File: config.mk
export PLATFORM = sky130hd
export DESIGN_NAME = f_wb_arbiter_flat
export DESIGN_NICKNAME = d
export VERILOG_FILES = /design/src/rtl/f_wb_arbiter_if.sv /design/src/rtl/f_wb_arbiter.sv /design/src/flat_wrapper.sv
export SDC_FILE = /design/constraint.sdc
export NUM_CORES = 1
export LEC_CHECK = 0
export CORE_ASPECT_RATIO = 0.5
export CORE_MARGIN = 2
export CORE_UTILIZATION = 40
export CTS_CLUSTER_DIAMETER = 60
export DETAILED_ROUTE_END_ITERATION = 10
export DONT_BUFFER_PORTS = 1
export SYNTH_ARGS = -nofsm -noshare
export SYNTH_HDL_FRONTEND = slang
export SYNTH_SLANG_ARGS = --single-unit
File: constraint.sdc
create_clock -name clk -period 5.5 [get_ports clk]
set_clock_uncertainty 0.2 [all_clocks]
set_input_delay 0.55 -clock clk [delete_from_list [all_inputs] [get_ports clk]]
set_output_delay 0.55 -clock clk [all_outputs]
set_load 0.005 [all_outputs]
File: src/rtl/f_wb_arbiter_if.sv
// Bundle of the fast/slow result inputs, hazard query and register-file write port
// of the FP writeback arbiter. slave = arbiter side, master = surrounding pipeline.
interface f_wb_arbiter_if;
  logic        fast_valid;
  logic        fast_fwe;
  logic [4:0]  fast_rd;
  logic [31:0] fast_data;
  logic [4:0]  fast_flags;
  logic        fast_stall;

  logic        slow_valid;
  logic        slow_ready;
  logic [4:0]  slow_rd;
  logic [31:0] slow_data;
  logic [4:0]  slow_flags;

  logic [4:0]  chk_rd;
  logic        chk_hit;

  logic        f_wen;
  logic [4:0]  f_rd;
  logic [31:0] f_w_data;
  logic        f_NV;
  logic        f_DZ;
  logic        f_OF;
  logic        f_UF;
  logic        f_NX;

  modport slave (
    input  fast_valid, fast_fwe, fast_rd, fast_data, fast_flags,
    output fast_stall,
    input  slow_valid, slow_rd, slow_data, slow_flags,
    output slow_ready,
    input  chk_rd,
    output chk_hit,
    output f_wen, f_rd, f_w_data, f_NV, f_DZ, f_OF, f_UF, f_NX
  );

  modport master (
    output fast_valid, fast_fwe, fast_rd, fast_data, fast_flags,
    input  fast_stall,
    output slow_valid, slow_rd, slow_data, slow_flags,
    input  slow_ready,
    output chk_rd,
    input  chk_hit,
    input  f_wen, f_rd, f_w_data, f_NV, f_DZ, f_OF, f_UF, f_NX
  );
endinterface

File: src/rtl/f_wb_arbiter.sv
// FP writeback arbiter: fast single-cycle results have priority, slow div/sqrt results
// queue in a FIFO, and a starvation counter briefly stalls the fast path to drain it.
// Handshake: slow transfer happens on a rising edge where slow_valid && slow_ready;
// fast_stall=1 means the fast result is not taken and upstream holds it.
module f_wb_arbiter #(
  parameter int FIFO_DEPTH   = 2,
  parameter int STARVE_LIMIT = 8
) (
  input  logic clk,
  input  logic n_rst,
  f_wb_arbiter_if.slave bus
);
  localparam int PW = (FIFO_DEPTH > 1) ? $clog2(FIFO_DEPTH) : 1;
  localparam int CW = $clog2(FIFO_DEPTH + 1);
  localparam int SW = $clog2(STARVE_LIMIT + 1);

  logic [4:0]            mem_rd_q    [FIFO_DEPTH];
  logic [31:0]           mem_data_q  [FIFO_DEPTH];
  logic [4:0]            mem_flags_q [FIFO_DEPTH];
  logic [FIFO_DEPTH-1:0] valid_q, valid_d;
  logic [PW-1:0]         wr_ptr_q, wr_ptr_d, rd_ptr_q, rd_ptr_d;
  logic [CW-1:0]         count_q, count_d;
  logic [SW-1:0]         starv_q, starv_d;

  logic                  out_valid_q;
  logic                  f_wen_q;
  logic [4:0]            f_rd_q;
  logic [31:0]           f_w_data_q;
  logic [4:0]            flags_q;

  logic fast_stall, slow_ready, fifo_empty, fast_win, push, pop, hit;

  assign fast_stall = (starv_q == SW'(STARVE_LIMIT));
  assign slow_ready = (count_q < CW'(FIFO_DEPTH));
  assign fifo_empty = (count_q == '0);
  assign fast_win   = bus.fast_valid && !fast_stall;
  assign push       = bus.slow_valid && slow_ready;
  assign pop        = !fast_win && !fifo_empty;

  always_comb begin
    wr_ptr_d = wr_ptr_q;
    rd_ptr_d = rd_ptr_q;
    count_d  = count_q;
    valid_d  = valid_q;
    if (push) begin
      wr_ptr_d          = (wr_ptr_q == PW'(FIFO_DEPTH - 1)) ? '0 : wr_ptr_q + PW'(1);
      valid_d[wr_ptr_q] = 1'b1;
    end
    if (pop) begin
      rd_ptr_d          = (rd_ptr_q == PW'(FIFO_DEPTH - 1)) ? '0 : rd_ptr_q + PW'(1);
      valid_d[rd_ptr_q] = 1'b0;
    end
    if (push && !pop)      count_d = count_q + CW'(1);
    else if (!push && pop) count_d = count_q - CW'(1);
  end

  // The head waits only while the fast path keeps winning; a stall forces a pop.
  always_comb begin
    starv_d = starv_q;
    if (fifo_empty || pop)              starv_d = '0;
    else if (fast_win && !fast_stall)   starv_d = starv_q + SW'(1);
  end

  always_comb begin
    hit = f_wen_q && (f_rd_q == bus.chk_rd);
    for (int i = 0; i < FIFO_DEPTH; i++) begin
      if (valid_q[i] && (mem_rd_q[i] == bus.chk_rd)) hit = 1'b1;
    end
  end

  always_ff @(posedge clk) begin
    if (push) begin
      mem_rd_q[wr_ptr_q]    <= bus.slow_rd;
      mem_data_q[wr_ptr_q]  <= bus.slow_data;
      mem_flags_q[wr_ptr_q] <= bus.slow_flags;
    end
  end

  always_ff @(posedge clk) begin
    if (n_rst) begin
      valid_q     <= '0;
      wr_ptr_q    <= '0;
      rd_ptr_q    <= '0;
      count_q     <= '0;
      starv_q     <= '0;
      out_valid_q <= 1'b0;
      f_wen_q     <= 1'b0;
      f_rd_q      <= '0;
      f_w_data_q  <= '0;
      flags_q     <= '0;
    end else begin
      valid_q  <= valid_d;
      wr_ptr_q <= wr_ptr_d;
      rd_ptr_q <= rd_ptr_d;
      count_q  <= count_d;
      starv_q  <= starv_d;
      if (fast_win) begin
        out_valid_q <= 1'b1;
        f_wen_q     <= bus.fast_fwe;
        f_rd_q      <= bus.fast_rd;
        f_w_data_q  <= bus.fast_data;
        flags_q     <= bus.fast_flags;
      end else if (!fifo_empty) begin
        out_valid_q <= 1'b1;
        f_wen_q     <= 1'b1;
        f_rd_q      <= mem_rd_q[rd_ptr_q];
        f_w_data_q  <= mem_data_q[rd_ptr_q];
        flags_q     <= mem_flags_q[rd_ptr_q];
      end else begin
        out_valid_q <= 1'b0;
        f_wen_q     <= 1'b0;
        flags_q     <= '0;
      end
    end
  end

  assign bus.fast_stall = fast_stall;
  assign bus.slow_ready = slow_ready;
  assign bus.chk_hit    = hit;
  assign bus.f_wen      = f_wen_q;
  assign bus.f_rd       = f_rd_q;
  assign bus.f_w_data   = f_w_data_q;
  assign bus.f_NV       = out_valid_q && flags_q[4];
  assign bus.f_DZ       = out_valid_q && flags_q[3];
  assign bus.f_OF       = out_valid_q && flags_q[2];
  assign bus.f_UF       = out_valid_q && flags_q[1];
  assign bus.f_NX       = out_valid_q && flags_q[0];
endmodule

File: src/flat_wrapper.sv
// flat-port wrapper written by rule: the top's interface ports become plain ports
module f_wb_arbiter_flat 
#(
  parameter int FIFO_DEPTH   = 2,
  parameter int STARVE_LIMIT = 8
)
  (clk, n_rst, bus_fast_valid, bus_fast_fwe, bus_fast_rd, bus_fast_data, bus_fast_flags, bus_fast_stall, bus_slow_valid, bus_slow_rd, bus_slow_data, bus_slow_flags, bus_slow_ready, bus_chk_rd, bus_chk_hit, bus_f_wen, bus_f_rd, bus_f_w_data, bus_f_NV, bus_f_DZ, bus_f_OF, bus_f_UF, bus_f_NX);
  f_wb_arbiter_if bus_i ();
  input  logic clk;
  input  logic n_rst;
  input wire logic [$bits(bus_i.fast_valid)-1:0] bus_fast_valid;
  input wire logic [$bits(bus_i.fast_fwe)-1:0] bus_fast_fwe;
  input wire logic [$bits(bus_i.fast_rd)-1:0] bus_fast_rd;
  input wire logic [$bits(bus_i.fast_data)-1:0] bus_fast_data;
  input wire logic [$bits(bus_i.fast_flags)-1:0] bus_fast_flags;
  output wire logic [$bits(bus_i.fast_stall)-1:0] bus_fast_stall;
  input wire logic [$bits(bus_i.slow_valid)-1:0] bus_slow_valid;
  input wire logic [$bits(bus_i.slow_rd)-1:0] bus_slow_rd;
  input wire logic [$bits(bus_i.slow_data)-1:0] bus_slow_data;
  input wire logic [$bits(bus_i.slow_flags)-1:0] bus_slow_flags;
  output wire logic [$bits(bus_i.slow_ready)-1:0] bus_slow_ready;
  input wire logic [$bits(bus_i.chk_rd)-1:0] bus_chk_rd;
  output wire logic [$bits(bus_i.chk_hit)-1:0] bus_chk_hit;
  output wire logic [$bits(bus_i.f_wen)-1:0] bus_f_wen;
  output wire logic [$bits(bus_i.f_rd)-1:0] bus_f_rd;
  output wire logic [$bits(bus_i.f_w_data)-1:0] bus_f_w_data;
  output wire logic [$bits(bus_i.f_NV)-1:0] bus_f_NV;
  output wire logic [$bits(bus_i.f_DZ)-1:0] bus_f_DZ;
  output wire logic [$bits(bus_i.f_OF)-1:0] bus_f_OF;
  output wire logic [$bits(bus_i.f_UF)-1:0] bus_f_UF;
  output wire logic [$bits(bus_i.f_NX)-1:0] bus_f_NX;
  assign bus_i.fast_valid = bus_fast_valid;
  assign bus_i.fast_fwe = bus_fast_fwe;
  assign bus_i.fast_rd = bus_fast_rd;
  assign bus_i.fast_data = bus_fast_data;
  assign bus_i.fast_flags = bus_fast_flags;
  assign bus_fast_stall = bus_i.fast_stall;
  assign bus_i.slow_valid = bus_slow_valid;
  assign bus_i.slow_rd = bus_slow_rd;
  assign bus_i.slow_data = bus_slow_data;
  assign bus_i.slow_flags = bus_slow_flags;
  assign bus_slow_ready = bus_i.slow_ready;
  assign bus_i.chk_rd = bus_chk_rd;
  assign bus_chk_hit = bus_i.chk_hit;
  assign bus_f_wen = bus_i.f_wen;
  assign bus_f_rd = bus_i.f_rd;
  assign bus_f_w_data = bus_i.f_w_data;
  assign bus_f_NV = bus_i.f_NV;
  assign bus_f_DZ = bus_i.f_DZ;
  assign bus_f_OF = bus_i.f_OF;
  assign bus_f_UF = bus_i.f_UF;
  assign bus_f_NX = bus_i.f_NX;
  f_wb_arbiter #(.FIFO_DEPTH(FIFO_DEPTH), .STARVE_LIMIT(STARVE_LIMIT)) u_core (.clk(clk), .n_rst(n_rst), .bus(bus_i));
endmodule
==> run summary <==
Critical Path Max Stage Delay - 410 ps
placed cell areas - 5600 um^2
pin count of the biggest net entering global routing - 81
first-pass GRT wire length - 17800 um
Clock Power Share - 0.368
layout cell share with drive strength beyond 1 - 0.108
Fillers - 1251
status - complete, no violations
die area - 14700 um^2
Async S/R FF share, synth - 0
# placed instances - 593
NumNets Final - 536
Largest delay share family, worst path - simple AND/OR/NAND/NOR gates
syn nets - 540
PortBufs - 0
element type at the critical path end - primary output
Main synth FF type - edfxtp_1
post-synthesis compound-gate area fraction - 0.0976
dpl ws - 2950 ps
setup bufs post-CTS - 0
Fmax - 439 MHz
CP bufs+invs - 0
routability cong. - 0.696
RSZ-0062 raised after global routing - false
remaining antenna violation count - 0
CP Class - flip-flop to primary output
mux cell area share after synthesis - 0.0780
core area - 13400 um^2
post-synthesis simple-gate area fraction - 0.0963
Net Sw Frac - 0.294
Synth Area in Adders - 0.00686
Die X - 169 um
initial antenna violation count - 0
DRT Pass-1 Iters - 4
CP Data Arrival Time - 1530 ps
max-slew violations - 0
via count - 3295
count leader, synth - edfxtp_1
synth warn - 0
cell-internal power - 2.25 mW
fin worst setup slack - 3220 ps
Final Cycle Share - 0.414
critical path's slowest cell - edfxtp_1
EDFF count, synth - 84
final instance area - 6250 um^2
Initial Util - 0.407
DR DRC count - 0
combined area of the multi-input logic cells - 1710 um^2
Power Total - 3.18 mW
via/cell ratio - 5.25
crit path max fanout - 2
clk slew on worst S/H paths - 60 ps
Post-Layout Cell Count - 628
Netlist cell types - 29
Pwr per Cell Area - 509 nW/um^2
die height - 86.7 um
Hold Crit Class - input pin to flip-flop
CTS tree - built
IO Pins - 140
Worst-Margin Slew - 1120 ps
cell taking the most area after synthesis - edfxtp_1
clk buf depth - 2
FF/Latch Area - 3620 um^2
sequential share of the synthesized area - 0.662
hold_sp - n_rst
dominant combinational cell family by area after synthesis - compound AO/OA/AOI/OAI gates
Synth top cells by count - 84 x edfxtp_1, 81 x nand2_1, 55 x dfxtp_1
Seq cells post-synth - 139
cells along the critical path - xor2_1, nor4_1, nand3_1, nand3_1
Critical Path Start - u_core.mem_rd_q[1][0]$_DFFE_PP_
Max rail drop VDD - 0.205 mV
Worst EP required - 4750 ps
worst reg2reg startpoint - u_core.count_q[1]$_SDFFE_PP0P_
max-cap viol count - 0
P_sw - 936 uW
CP Launch Type - flip-flop
clk sinks - 139
setup TNS - 0 ps
Synth Instances - 443
Mapped Avg Cell Area - 12.4 um^2
grt ovf - 0
CP dominant cell by count - nand3_1
final wirelength - 11500 um
synthesized area - 5470 um^2
Post-Synth XOR/XNOR Area - 0.0320
root buffer cell - clkbuf_16
drt initial violations - 166
post-synth top area share - 0.461
Final setup viols - 0
Logic pwr share - 0.189
Std-Cell Rows - 30
part of the power in registers - 0.444
Final min period - 2280 ps
Routed wire per std cell - 18.4 um
Final Hold Vio Count - 0
P_leak - 2.13 nW
H-tree depth - 4
dominant cells by area after synthesis - edfxtp_1 46%, dfxtp_1 20%, mux2i_1 6.8%
GRT Overall Usage - 0.161
relative slew slack - 0.254
vias in the first global route - 3426
hpwl dp - 6810 um
TritonCTS Buffers - 17
clock latency on the worst-skew pair - 400 ps
# diodes - 0
post-CTS sizing - 0
Area Growth Syn to Fin - 14.3%
==> layer usage <==
metal  share of wire  GRT usage  vias to the layer above
met3           0.059     0.0594                       16
met4           0.016     0.0614                        0
met5               0          0                        -
met1            0.45      0.196                     1601
li1                -          -                     1597
met2            0.48      0.264                       81
==> state kept, by name, summed over array words and instances (netlist names), named ones only <==
signal               cells
u_core.mem_data_q       64
u_core.bus.f_w_data     32
u_core.starv_q           4
u_core.bus.f_wen         1
u_core.mem_rd_q         10
u_core.count_q           2
u_core.flags_q           5
u_core.mem_flags_q      10
u_core.bus.f_rd          5
u_core.wr_ptr_q          1
u_core.out_valid_q       1
u_core.rd_ptr_q          1
u_core.valid_q           2
==> path summary, 6_finish.rpt <==
check | to | slack [ps] | cells past startpoint
max | bus_chk_hit | 3220 | 4
min | u_core.bus.f_w_data[8]$_SDFFE_PP0P_ | 30 | 1
max reg2reg | u_core.valid_q[1]$_SDFF_PP0_ | 3230 | 4
min reg2reg | u_core.starv_q[0]$_SDFFE_PP0P_ | 290 | 1
==> stage by stage <==
step / utilization / hold WS (ps)
2_1_floorplan: - / 256
3_3_place_gp: 0.417 / 278
3_5_place_dp: 0.417 / 283
4_1_cts: 0.465 / 3.66
5_1_grt: 0.465 / 3.19
6_report: 0.465 / 29.8
==> layout make-up <==
| type | instances | area share |
|---|---|---|
| tap | 176 | 0.0352 |
| clock inverter | 15 | 0.0298 |
| timing repair buffer | 7 | 0.0112 |
| sequential | 139 | 0.580 |
| clock buffer | 17 | 0.0680 |
| inverter | 4 | 0.00240 |
| multi-input combinational | 270 | 0.274 |
==> power groups by stage <==
stage / clock (mW) / combinational, mW / sequential (mW)
detailed placement: 0 / 0.602 / 1.44
floorplan: 0 / 0.504 / 1.39
CTS: 1.20 / 0.613 / 1.41
finish: 1.17 / 0.601 / 1.41
global placement: 0 / 0.597 / 1.43
global route: 1.24 / 0.680 / 1.43
==> kinds of logic (layout without fill, tap and decap cells) <==
logic type,count (synthesis),in the layout
buffers and inverters,34,43
AO/OA/AOI/OAI,87,87
flip-flops,139,139
multiplexers,42,42
AND/OR/NAND/NOR,118,118
adder cells (fa/ha/maj),3,3
XOR/XNOR,20,20
==> cell usage in the layout, fill, tap and decap left out, types with 2 or more instances in the layout <==
master and n:
nor3_1 2, o211ai_1 37, bufinv_16 3, edfxtp_1 84, a21oi_1 46, ha_1 3, nand3_1 10, mux2_2 5
mux2i_1 37, or3_1 2, nor2_1 5, xnor2_1 5, nand2_1 80, dfxtp_1 54, nor4_1 6, inv_6 4
clkinvlp_4 3, and2_1 5, xor2_1 15, buf_4 4, inv_1 4, clkinv_4 2, clkbuf_16 17, o21ai_0 2
dlygate4sd3_1 2, clkinv_2 2
==> what timing repair did <==
action / CTS / global route
setup endpoints to repair: 0 / 0
endpoints found under the hold margin: 27 / 0
hold buffers: 3 / 0
Power figures use the tool's default switching activity.
